File: src/rtl/lc3b_pipe_skid_reg_pkg.sv
// Shared LC-3b pipeline types: stage-register state and stage bundles.
// Each stage-boundary instance sizes its payload with $bits(bundle).
package lc3b_types;

  typedef enum logic [1:0] {
    PIPE_EMPTY = 2'd0,
    PIPE_FULL  = 2'd1,
    PIPE_SKID  = 2'd2
  } pipe_state_t;

  typedef struct packed {
    logic       mem_read;
    logic       mem_write;
    logic       ld_regfile;
    logic       ld_cc;
    logic [3:0] aluop;
    logic [1:0] wb_mux;
  } lc3b_ctrl_t;

  typedef struct packed {
    logic [15:0] pc;
    logic [15:0] ir;
  } lc3b_if_id_bundle;

  typedef struct packed {
    logic [15:0] adder;
    logic [15:0] alu;
    lc3b_ctrl_t  ctrl;
    logic [2:0]  dest;
  } lc3b_ex_mem_bundle;

  // Squashed stages must never strobe memory.
  function automatic logic [1:0] mem_strobes(
    input lc3b_ctrl_t ctrl,
    input logic       valid
  );
    return {ctrl.mem_read & valid, ctrl.mem_write & valid};
  endfunction

endpackage

File: src/rtl/lc3b_pipe_skid_reg_sat_counter.sv
// Saturating up-counter with asynchronous active-high reset.
module lc3b_sat_counter #(
  parameter int W = 16
) (
  input  logic         clk,
  input  logic         reset,
  input  logic         inc,
  output logic [W-1:0] count
);

  always_ff @(posedge clk or posedge reset) begin
    if (reset) begin
      count <= '0;
    end else if (inc && (count != '1)) begin
      count <= count + W'(1);
    end
  end

endmodule

File: src/rtl/lc3b_pipe_skid_reg.sv
// Elastic stage register: valid/ready handshake, one-entry skid,
// synchronous flush and a saturating stall counter.
module lc3b_pipe_skid_reg #(
  parameter int DATA_W = 64,
  parameter int CNT_W  = 16
) (
  input  logic              clk,
  input  logic              reset,
  input  logic              in_valid,
  output logic              in_ready,
  input  logic [DATA_W-1:0] in_data,
  input  logic              flush,
  output logic              out_valid,
  input  logic              out_ready,
  output logic [DATA_W-1:0] out_data,
  output logic [CNT_W-1:0]  stall_count
);
  import lc3b_types::*;

  logic              main_v, skid_v;
  logic [DATA_W-1:0] main_d, skid_d;
  logic              main_v_n, skid_v_n;
  logic [DATA_W-1:0] main_d_n, skid_d_n;
  logic              in_fire, out_fire;
  pipe_state_t       state;

  assign out_valid = main_v;
  assign out_data  = main_d;
  assign in_ready  = !skid_v;
  assign in_fire   = in_valid & in_ready;
  assign out_fire  = out_valid & out_ready;

  always_comb begin
    state = PIPE_EMPTY;
    if (main_v) state = skid_v ? PIPE_SKID : PIPE_FULL;
  end

  always_comb begin
    main_v_n = main_v;
    skid_v_n = skid_v;
    main_d_n = main_d;
    skid_d_n = skid_d;
    unique case (state)
      PIPE_EMPTY: begin
        if (in_fire) begin
          main_v_n = 1'b1;
          main_d_n = in_data;
        end
      end
      PIPE_FULL: begin
        if (in_fire && out_fire) begin
          main_d_n = in_data;
        end else if (in_fire) begin
          skid_v_n = 1'b1;
          skid_d_n = in_data;
        end else if (out_fire) begin
          main_v_n = 1'b0;
        end
      end
      PIPE_SKID: begin
        if (out_fire) begin
          skid_v_n = 1'b0;
          main_d_n = skid_d;
        end
      end
      default: ;
    endcase
    // Squash wins; an out_fire this cycle has already been sampled.
    if (flush) begin
      main_v_n = 1'b0;
      skid_v_n = 1'b0;
    end
  end

  always_ff @(posedge clk or posedge reset) begin
    if (reset) begin
      main_v <= 1'b0;
      skid_v <= 1'b0;
      main_d <= '0;
      skid_d <= '0;
    end else begin
      main_v <= main_v_n;
      skid_v <= skid_v_n;
      main_d <= main_d_n;
      skid_d <= skid_d_n;
    end
  end

  lc3b_sat_counter #(
    .W(CNT_W)
  ) u_stall_cnt (
    .clk  (clk),
    .reset(reset),
    .inc  (main_v & !out_ready),
    .count(stall_count)
  );

endmodule

File: config.mk
export PLATFORM = sky130hd
export DESIGN_NAME = lc3b_pipe_skid_reg
export DESIGN_NICKNAME = d
export VERILOG_FILES = /design/src/rtl/lc3b_pipe_skid_reg_pkg.sv /design/src/rtl/lc3b_pipe_skid_reg_sat_counter.sv /design/src/rtl/lc3b_pipe_skid_reg.sv
export SDC_FILE = /design/constraint.sdc
export NUM_CORES = 1
export LEC_CHECK = 0
export CORE_MARGIN = 2
export CORE_UTILIZATION = 35
export DETAILED_ROUTE_END_ITERATION = 6
export RECOVER_POWER = 50
export SYNTH_ARGS = -nofsm -noshare
export SYNTH_HDL_FRONTEND = slang
export SYNTH_HIERARCHICAL = 1
export SYNTH_SLANG_ARGS = --single-unit
File: constraint.sdc
create_clock -name clk -period 9.88 [get_ports clk]
set_input_delay 1.976 -clock clk [delete_from_list [all_inputs] [get_ports clk]]
set_output_delay 1.976 -clock clk [all_outputs]
set_load 0.1 [all_outputs]
==> qor.yml <==
outcome: "finished, violations left"
violations: "max-capacitance violations, max-slew violations"
synth_seq_cells: 146
netlist_area_um2: 6970
worst_r2r_path_depth: 4
die_y_um: 145
min_path_type: "reg -> reg"
clk_pin_slew_ns: 0.05
rsz0062_at_grt: "no"
max_freq_mhz: 165
first_pass_iters: 5
antenna_found_initial: 0
finalNonFillerCells: 855
fin_skew_ns: 0.00868
drc: 0
clkLatencyLatePin_ns: 0.41
ys_warn_count: 6
synth_cell_types: 30
worstPathRequired_ns: 10.21
fin_crit_ns: 6.06
initialDrtViolationCount: 136
postSynthAreaPerCell_um2: 16.4
path_class: "in -> reg"
grt_pass1_wl_um: 24400
async_flop_share_pct: 100
drive_gt1_share_pct: 38.8
cts_resized: 0
min_path_cells: 1
power.density_nw_per_um2: 248
postCtsSetupBuffers: 0
viasPerCell: 4.66
ir_worst_vdd_uv: 215
synth.most_common_cell: "dfrtp_1"
yosys.area.top_type: "dfrtp_1"
area_growth_pct: 31.2
drt_wl_total_um: 14600
grt_max_degree: 80
gp_routability_congestion: 0.771
cts_root_buf: "clkbuf_16"
nets: 648
ys.flop_type: "dfrtp_1"
die_area_um2: 21100
placed_cells: 824
total_power_mw: 2.27
end_kind: "register"
synthCells: 425
final_core_util_pct: 46.8
num_rows: 51
pre_cts_ws_ns: 4.98
synthesis.nets: 495
start_kind: "input pin"
seq_area_frac_synth_pct: 52.4
synth-edff-count: 0
setup_ws_ns: 3.82
worstPathArrival_ns: 6.39
synthTopCellsByArea: "dfrtp_1 (52%), mux2_4 (26%), mux2_2 (12%), buf_6 (3.1%), xnor2_1 (1.4%)"
nFillCells: 1698
hold_violations: 0
io_pins: 151
ant_nets: 0
clock-sinks: 146
cp_max_fo: 64
max_cap_violations: 3
cts_htree_levels: 4
stdcell_area_um2: 9150
cts_tree: "built"
cts.path.max_buffers: 2
vias: 3982
io_buffer_count: 150
drv_slew: 166
gr-total-overflow: 0
synth_top_area_share_pct: 52.4
core_area_um2: 19500
dpl.hpwl_um: 9610
synthTopCellsByCount: "dfrtp_1 (146), mux2_4 (120), mux2_2 (74)"
tns_ns: 0
finalCritPeriodShare_pct: 61.3
die_x_um: 145
ctsHoldBuffers: 0
tightest_slew_ns: 3.86
worst_hold_slack_ns: 0.500
grt_pass1_vias: 4420
cts_made_buffers: 17
start_util_pct: 35.7
wl_per_cell_um: 17.1
max_slew_margin_pct: -158
leakagePower_nw: 4.11
grt_use_total_pct: 14.6
post_dp_cell_area_um2: 8630
setup_viol: 0
diodes: 0
[final timing paths]
check / start / end / slack (ns)
setup / recovery: out_ready / skid_d[50] / 3.82
hold / removal: skid_d[51] / skid_d[51] / 0.50
setup reg to reg: out_valid / skid_d[50] / 5.53
hold reg to reg: skid_d[51] / skid_d[51] / 0.50
max in group asynchronous: reset / skid_d[51] / 4.87
min in group asynchronous: reset / u_stall_cnt/count[1] / 2.12
[power breakdown]
part	internal, mW	switching, mW
clock network	0.402	0.242
logic	0.275	0.536
registers	0.728	0.0822
[worst max-delay path: stages]
cell           delay (ns)
dlygate4sd3_1        0.56
and2b_1              0.33
nor2b_2              0.17
clkbuf_1             2.69
mux2_2               0.57
[final cells by class]
cell class	instances	area (um2)	share of cell area, %
sequential	146	3650	39.9
multi-input combinational	255	3030	33.1
timing repair buffer	154	1530	16.7
clock buffer	22	454	4.97
tap	265	332	3.62
clock inverter	9	133	1.45
inverter	4	16.3	0.178
[registers in the layout (all words and copies together), names as in the netlist]
register,flops
out_data,64
out_valid,1
skid_d,64
skid_v,1
u_stall_cnt/count,16
[cell usage in the layout (no fill, tap or decap), types with 2 or more instances in the layout]
cell | synthesis | layout
nand2_1 | 6 | 7
xnor2_1 | 11 | 11
mux2_2 | 74 | 79
mux2_1 | 0 | 2
nor2_1 | 3 | 3
nand2b_1 | 2 | 2
nand4_1 | 5 | 5
and4_1 | 3 | 3
and3_1 | 4 | 4
clkinv_4 | 0 | 2
dfrtp_1 | 146 | 146
clkinvlp_4 | 0 | 2
clkbuf_16 | 0 | 17
dlygate4sd3_1 | 0 | 3
clkdlybuf4s50_1 | 0 | 147
inv_1 | 4 | 3
nand3_1 | 7 | 7
a21oi_1 | 4 | 5
clkbuf_1 | 0 | 5
clkinv_2 | 0 | 2
bufinv_16 | 0 | 3
mux2_4 | 120 | 113
buf_4 | 1 | 3
[routing by layer]
metal	wire, um	up-vias	share of wire (%)	global-route usage (%)
met1	7060	2005	48	20.0
met4	191	0	1.3	4.71
met5	0	-	0	0
met2	6570	127	45	22.3
li1	-	1832	-	-
met3	818	18	5.6	4.37
[kinds of logic (layout without fill, tap and decap cells)]
| kind of cell | after synthesis | count (layout) | synth area share [%] |
|---|---|---|---|
| flip-flops | 146 | 146 | 52.4 |
| buffers and inverters | 24 | 189 | 3.39 |
| multiplexers | 195 | 195 | 37.9 |
| AND/OR/NAND/NOR | 40 | 40 | 3.89 |
| XOR/XNOR | 11 | 11 | 1.38 |
| adder cells (fa/ha/maj) | 1 | 1 | 0.179 |
| AO/OA/AOI/OAI | 8 | 8 | 0.808 |
No activity file was read; power rests on OpenSTA's default activity.
